**src/rtl/m1resetreq.sv**
```systemverilog
// m1resetreq: reset request controller.
// Merges a debounced pushbutton, a keyed software reset register and an
// optional watchdog into a single trigger_reset pulse. The cause of the last
// request is kept in a CAUSE register that survives sys_rst_n.
// Build option: define M1RESETREQ_WDT_EN to include the watchdog. Without it,
// WDT_LOAD/WDT_CTRL read 0 and ignore writes, and CAUSE bit2 stays 0.
module m1resetreq #(
  parameter logic [3:0]  CSR_ADDR        = 4'h0,
  parameter logic [19:0] DEBOUNCE_CYCLES = 20'd1000000,
  parameter logic [7:0]  PULSE_LEN       = 8'd16
) (
  input  logic        sys_clk,
  input  logic        sys_rst_n,
  input  logic        btn_reset_n,
  input  logic [13:0] csr_a,
  input  logic        csr_we,
  input  logic [31:0] csr_di,
  output logic [31:0] csr_do,
  output logic        trigger_reset,
  output logic [2:0]  reset_cause
);

  localparam logic [31:0] SWRST_KEY  = 32'hC0DE0001;
  localparam logic [7:0]  KICK_KEY   = 8'h5A;
  localparam logic [19:0] DEB_LAST   = DEBOUNCE_CYCLES - 20'd1;
  localparam logic [7:0]  PULSE_LAST = PULSE_LEN - 8'd1;

  localparam logic [1:0] ADDR_SWRST    = 2'd0;
  localparam logic [1:0] ADDR_WDT_LOAD = 2'd1;
  localparam logic [1:0] ADDR_WDT_CTRL = 2'd2;
  localparam logic [1:0] ADDR_CAUSE    = 2'd3;

  typedef enum logic [1:0] {
    IDLE  = 2'd0,
    PULSE = 2'd1,
    HOLD  = 2'd2
  } state_t;

  // ---------------------------------------------------------------------
  // CSR decode
  // ---------------------------------------------------------------------
  logic       bank_sel;
  logic [1:0] word_addr;
  logic       wr_swrst;
  logic       wr_cause;
  logic       sw_req;
  logic       unused_addr_bits;

  assign bank_sel  = (csr_a[13:10] == CSR_ADDR);
  assign word_addr = csr_a[1:0];
  assign wr_swrst  = csr_we && bank_sel && (word_addr == ADDR_SWRST);
  assign wr_cause  = csr_we && bank_sel && (word_addr == ADDR_CAUSE);
  // Only the exact key raises a request; anything else is silently dropped.
  assign sw_req    = wr_swrst && (csr_di == SWRST_KEY);
  // Address bits between bank select and word address are don't-care.
  assign unused_addr_bits = ^csr_a[9:2];

  // ---------------------------------------------------------------------
  // Pushbutton: two-flop synchronizer plus saturating debounce counter
  // ---------------------------------------------------------------------
  logic [1:0]  btn_sync_reg;
  logic        btn_level;
  logic [19:0] deb_cnt_reg;
  logic        btn_req_reg;

  assign btn_level = btn_sync_reg[1];

  // Bring the asynchronous button into the sys_clk domain.
  always_ff @(posedge sys_clk) begin
    if (!sys_rst_n) begin
      btn_sync_reg <= 2'b00;
    end else begin
      btn_sync_reg <= {btn_sync_reg[0], btn_reset_n};
    end
  end

  // Count consecutive low samples; a single high sample restarts the count.
  always_ff @(posedge sys_clk) begin
    if (!sys_rst_n) begin
      deb_cnt_reg <= 20'd0;
    end else if (btn_level) begin
      deb_cnt_reg <= 20'd0;
    end else if (deb_cnt_reg != DEB_LAST) begin
      deb_cnt_reg <= deb_cnt_reg + 20'd1;
    end
  end

  // Button request holds while the counter sits at its last value and the
  // button is still low; it drops together with the first high sample.
  always_ff @(posedge sys_clk) begin
    if (!sys_rst_n) begin
      btn_req_reg <= 1'b0;
    end else begin
      btn_req_reg <= !btn_level && (deb_cnt_reg == DEB_LAST);
    end
  end

  // ---------------------------------------------------------------------
  // Request merge and FSM handshake signals
  // ---------------------------------------------------------------------
  state_t     state_reg;
  logic [7:0] pulse_cnt_reg;
  logic       trigger_reg;
  logic       wdt_req;
  logic       any_req;
  logic       pulse_entry;

  assign any_req     = btn_req_reg | sw_req | wdt_req;
  // Requests are only honoured from IDLE; later ones are dropped.
  assign pulse_entry = sys_rst_n && (state_reg == IDLE) && any_req;

  // ---------------------------------------------------------------------
  // Watchdog
  // ---------------------------------------------------------------------
  logic [31:0] wdt_load_rd;
  logic        wdt_en_rd;

`ifdef M1RESETREQ_WDT_EN
  logic        wr_load;
  logic        wr_ctrl;
  logic        wdt_kick;
  logic        wdt_start;
  logic        wdt_reload;
  logic [31:0] wdt_load_reg;
  logic [31:0] wdt_cnt_reg;
  logic        wdt_en_reg;
  logic        wdt_req_reg;

  assign wr_load    = csr_we && bank_sel && (word_addr == ADDR_WDT_LOAD);
  assign wr_ctrl    = csr_we && bank_sel && (word_addr == ADDR_WDT_CTRL);
  assign wdt_kick   = wr_ctrl && (csr_di[15:8] == KICK_KEY);
  // Turning the watchdog on starts a fresh timeout interval.
  assign wdt_start  = wr_ctrl && csr_di[0] && !wdt_en_reg;
  assign wdt_reload = wdt_kick || wdt_start;

  // Countdown, expiry and enable bookkeeping. Later assignments win: expiry
  // overrides a plain enable write, and pulse entry overrides everything.
  always_ff @(posedge sys_clk) begin
    if (!sys_rst_n) begin
      wdt_load_reg <= 32'hFFFF_FFFF;
      wdt_cnt_reg  <= 32'd0;
      wdt_en_reg   <= 1'b0;
      wdt_req_reg  <= 1'b0;
    end else begin
      wdt_req_reg <= 1'b0;
      if (wr_load) begin
        wdt_load_reg <= csr_di;
      end
      if (wr_ctrl) begin
        wdt_en_reg <= csr_di[0];
      end
      if (wdt_reload) begin
        // A kick coinciding with expiry wins: reload, no request.
        wdt_cnt_reg <= wdt_load_reg;
      end else if (wdt_en_reg) begin
        if (wdt_cnt_reg == 32'd0) begin
          wdt_req_reg <= 1'b1;
          wdt_en_reg  <= 1'b0;
        end else begin
          wdt_cnt_reg <= wdt_cnt_reg - 32'd1;
        end
      end
      if (pulse_entry) begin
        wdt_en_reg <= 1'b0;
      end
    end
  end

  assign wdt_req     = wdt_req_reg;
  assign wdt_load_rd = wdt_load_reg;
  assign wdt_en_rd   = wdt_en_reg;
`else
  assign wdt_req     = 1'b0;
  assign wdt_load_rd = 32'd0;
  assign wdt_en_rd   = 1'b0;
`endif

  // ---------------------------------------------------------------------
  // CAUSE register: no sys_rst_n term so it survives the reset it causes
  // ---------------------------------------------------------------------
  logic [2:0] cause_reg = 3'b000;
  logic [2:0] cause_set;
  logic [2:0] cause_clr;
  logic [2:0] cause_next;

  assign cause_set = pulse_entry ? {wdt_req, sw_req, btn_req_reg} : 3'b000;
  // Clears are ignored while the system is held in reset.
  assign cause_clr = (wr_cause && sys_rst_n) ? csr_di[2:0] : 3'b000;

  // Per-bit write-1-to-clear; a new source setting the bit wins over a clear.
  genvar gi;
  generate
    for (gi = 0; gi < 3; gi++) begin : g_cause
      assign cause_next[gi] = cause_set[gi] | (cause_reg[gi] & ~cause_clr[gi]);
    end
  endgenerate

  // Capture the source bits; deliberately no reset branch.
  always_ff @(posedge sys_clk) begin
    cause_reg <= cause_next;
  end

  assign reset_cause = cause_reg;

  // ---------------------------------------------------------------------
  // Pulse FSM
  // ---------------------------------------------------------------------
  // IDLE waits for a request, PULSE drives trigger_reset for PULSE_LEN
  // cycles, HOLD waits for the button to be let go before re-arming.
  always_ff @(posedge sys_clk) begin
    if (!sys_rst_n) begin
      state_reg     <= IDLE;
      pulse_cnt_reg <= 8'd0;
      trigger_reg   <= 1'b0;
    end else begin
      case (state_reg)
        IDLE: begin
          trigger_reg <= 1'b0;
          if (any_req) begin
            state_reg     <= PULSE;
            pulse_cnt_reg <= PULSE_LAST;
            trigger_reg   <= 1'b1;
          end
        end
        PULSE: begin
          if (pulse_cnt_reg == 8'd0) begin
            state_reg   <= HOLD;
            trigger_reg <= 1'b0;
          end else begin
            pulse_cnt_reg <= pulse_cnt_reg - 8'd1;
            trigger_reg   <= 1'b1;
          end
        end
        HOLD: begin
          trigger_reg <= 1'b0;
          if (!btn_req_reg) begin
            state_reg <= IDLE;
          end
        end
        default: begin
          state_reg   <= IDLE;
          trigger_reg <= 1'b0;
        end
      endcase
    end
  end

  assign trigger_reset = trigger_reg;

  // ---------------------------------------------------------------------
  // CSR read port: registered, zero when the bank does not match
  // ---------------------------------------------------------------------
  // Read data one cycle after the address.
  always_ff @(posedge sys_clk) begin
    if (!sys_rst_n) begin
      csr_do <= 32'd0;
    end else if (!bank_sel) begin
      csr_do <= 32'd0;
    end else begin
      case (word_addr)
        ADDR_SWRST:    csr_do <= 32'd0;
        ADDR_WDT_LOAD: csr_do <= wdt_load_rd;
        ADDR_WDT_CTRL: csr_do <= {31'd0, wdt_en_rd};
        ADDR_CAUSE:    csr_do <= {29'd0, cause_reg};
        default:       csr_do <= 32'd0;
      endcase
    end
  end

endmodule

```
**config.mk**
```make
export PLATFORM = sky130hd
export DESIGN_NAME = m1resetreq
export DESIGN_NICKNAME = d
export VERILOG_FILES = /design/src/rtl/m1resetreq.sv
export SDC_FILE = /design/constraint.sdc
export NUM_CORES = 1
export LEC_CHECK = 0
export BUFFER_PORTS_ARGS = -buffer_cell sky130_fd_sc_hd__buf_2
export CORE_MARGIN = 2
export CORE_UTILIZATION = 50
export CTS_BUF_LIST = sky130_fd_sc_hd__clkbuf_4 sky130_fd_sc_hd__clkbuf_8
export DETAILED_ROUTE_END_ITERATION = 12
export GPL_TIMING_DRIVEN = 0
export PLACE_DENSITY = 0.81
export SYNTH_ARGS = -nofsm -noshare
export SYNTH_HDL_FRONTEND = slang
export SYNTH_SLANG_ARGS = --single-unit
export TNS_END_PERCENT = 1
```
**constraint.sdc**
```tcl
create_clock -name sys_clk -period 2.4 [get_ports sys_clk]
set_clock_uncertainty 0.1 [all_clocks]
set_input_delay 0.6 -clock sys_clk [delete_from_list [all_inputs] [get_ports sys_clk]]
set_output_delay 0.6 -clock sys_clk [all_outputs]
set_load 0.01 [all_outputs]
```
==> summary by stage <==
Yosys
The async set or reset register ratio after synthesis is 0%. The cell area after technology mapping is roughly 2100 um^2. After technology mapping, the gate count stands at 234.

In this run, synthesis produced a sequential element count of 40. The sequential fraction of the synthesis area is 37.6%. The per-instance average area after synthesis is 9.11 um^2.

The synthesized netlist contains 53 unique library cells. For this run, the number of Yosys warnings is 0. The most frequently used flop master after synthesis is dfxtp_1. The number of flops mapped to enable cells by yosys is 0.

Clocking
The CTS tree is built. The clock latency at the later pin of the worst-skew pair is 0.29 ns. The quantity of hold-fixing buffers added after cts is 0. The number of buffers added by the clock tree synthesis step is 5. The post-cts gate resize count is 0. The count of buffers added by post-CTS timing repair for setup is 0.

The root buffer cell is clkbuf_8. The post-CTS clock slew at the launch and capture registers of the worst setup and hold paths is approximately 0.070 ns. The deepest clock path buffer count is 2. The deepest level of the CTS H-tree is 2. Counting every sink on the clock net gives 40.

Layout
The number of antenna diodes in the final layout is 0. The library cells used most frequently in the layout, excluding fill and tap cells, are 48 x buf_2, 40 x dfxtp_1, 29 x buf_4, 29 x conb_1, 21 x nor2_1. The post-layout instance count excluding filler cells is 368. Cells with a size suffix above 1 make up around 31% of the layout. Cells fill 65.7% of the core in the end.

After the last flow step, the layout net total stands at 370. The most frequent standard cell in the layout excluding fill and tap cells is buf_2. The signed area change from the synthesized netlist to the final layout is 25.1%. The finished cells cover approximately 2700 um^2. The register with the most flip-flops in the layout has 20 of them.

Status
The run finished with clean final reports.

Pwr
The leakage power is roughly 1.2 nW. The switching portion of total power is between 20% and 30%. Per report_power, the clock group accounts for between 40% and 50% of the total. The worst-case IR drop observed on VDD is 0.000463 V. The fraction of power consumed by combinational cells is 9.1%. In this run the power density over the cells is 527 nW/um^2.

The switching power of the nets is about 300 uW. The part of the total power dissipated in sequential elements is 48.5%. The cell-internal power is 1.11 mW.

Global route
The initial antenna violation count is 0. The total global-route track usage is 18.6%. The first global-routing pass estimated 7.37 mm of wire. The via count of the first global-routing pass is 1694.

Entering global routing, the biggest net connects 13 pins. Summed over all layers, the global routing overflow is 0.

Drt
The routed layout has 1851 vias. The total wirelength of the detailed-routed design is about 4.2 mm. The post-detailed-route wirelength per cell is 11.4 um. The total iterations of the first detailed-routing run is 4. The remaining antenna violation count after routing is 0.

The DRC violation count after routing is 0. The violation count after the first detailed-route iteration is 77. In the routed layout, each cell is associated on average with a via count of 5.03.

Floorplan
Measured along the y axis, the die boundary spans just under 70 um. In this run the count of I/O pins placed on the die edge is 86. The die footprint is 4800 um^2.

The core region area is just over 4000 um^2. The number of rows in the core area is 23. Once the floorplan was initialized, standard cells occupied between 50% and 60% of the core. The die span in x is just under 70 um.

Placement
Port buffering added 48 buffers. The area of placed instances is 2540 um^2. Once detailed placement completed, the half-perimeter wirelength came to 3.25 mm.

At the end of routability-driven placement, the weighted congestion stood at ~0.83. Once placement completed, the tool counted placed cells totaling 360.

Min path
In this run the worst hold path is classified as register to register.

Setup path
The critical setup path kind is input port to register. The worst setup path is launched from an input port. The biggest fanout along the worst timing path is 3.

The data arrival time of the critical path is 1.99 ns. The capturing element type of the critical path is a register. The worst path required time is 2.49 ns.

Timing
The worst path in the final design needs a cycle of 1.90 ns, including I/O delays and setup. Setup violations remaining at the end of the flow were counted as 0. The final number of max-transition violations is 0. The top achievable clock speed is 0.526 GHz.

Setup repair after global routing left no endpoint under its margin. The post-route clock period utilization is 79.2%. Summed over all failing endpoints, the final setup total negative slack is 0 ns.

The number of hold violations in the final report came to 0.

Flow run
The tool flagged a number of max-cap violations equal to 0.
==> layout make-up <==
type | instances | area, um^2
timing repair buffer | 48 | 240
tap | 50 | 62.6
inverter | 6 | 22.5
fill | 367 | 1390
clock inverter | 1 | 30.0
sequential | 40 | 801
multi-input combinational | 183 | 1180
clock buffer | 7 | 96.3
buffer | 33 | 233
==> per-stage QoR <==
| step | setup WS, ns | hold slack (ns) | power [mW] |
|---|---|---|---|
| 2_1_floorplan | 0.463 | 0.312 | 0.776 |
| 3_3_place_gp | 0.207 | 0.325 | 0.819 |
| 3_5_place_dp | 0.190 | 0.338 | 0.822 |
| 4_1_cts | 0.506 | 0.348 | 1.42 |
| 5_1_grt | 0.345 | 0.381 | 1.46 |
| 6_report | 0.499 | 0.342 | 1.41 |
==> routing by layer <==
metal	vias up	routed length [um]	GRT usage, %
met5	-	0	0
met4	0	72	6.75
met3	9	280	5.23
met2	60	1970	31.1
met1	836	1870	22.8
li1	946	-	-
==> synthesized netlist by cell type (all sizes together) (3+ instances only) <==
cell | instances | area share (%)
a21oi | 6 | 1.4
and2 | 9 | 2.6
and4 | 4 | 1.7
buf | 29 | 10
clkbuf | 4 | 0.70
dfxtp | 40 | 38
ha | 3 | 1.8
inv | 6 | 1.1
nand2 | 11 | 1.9
nand3 | 12 | 3.6
nand4 | 5 | 1.8
nor2 | 22 | 4.0
nor3 | 10 | 2.6
nor4 | 9 | 3.9
nor4b | 3 | 2.2
o2111ai | 3 | 1.2
o21ai | 6 | 1.4
or3 | 4 | 1.2
xnor2 | 8 | 3.3
xor2 | 9 | 3.7
==> final timing paths <==
check | start | to | slack [ns] | cells after the start
worst min-delay path | reset_cause[2] | reset_cause[2] | 0.34 | 2
worst max-delay path | csr_di[11] | pulse_cnt_reg[7] | 0.50 | 6
worst max register to register | pulse_cnt_reg[0] | pulse_cnt_reg[2] | 0.54 | 7
worst min register to register | reset_cause[2] | reset_cause[2] | 0.34 | 2
==> logic make-up (layout without fill, tap and decap cells) <==
kind of cell    after synthesis  count (layout)  share of synthesized area [%]
flops                        40              40                           37.6
mux                           2               2                          0.939
other cells                   1              29                          0.176
compound gates               30              30                           10.2
simple gates                102             102                           30.4
buf+inv                      39              95                           12.0
xor+xnor                     17              17                           6.98
fa+ha+maj                     3               3                           1.76
==> critical path, stage by stage <==
cell and delay, ns:
buf_2 0.10, nor4_1 0.30, nand4_1 0.19, nor4_4 0.38, a21oi_1 0.18, o211a_1 0.25
==> power groups by stage <==
stage	clock network, mW	registers [mW]	logic (mW)
3_5_place_dp	0	0.696	0.126
4_1_cts	0.610	0.680	0.126
2_1_floorplan	0	0.695	0.0810
6_report	0.597	0.681	0.127
3_3_place_gp	0	0.696	0.123
5_1_grt	0.638	0.682	0.140
Note: power is estimated with default switching activity, not from simulation.
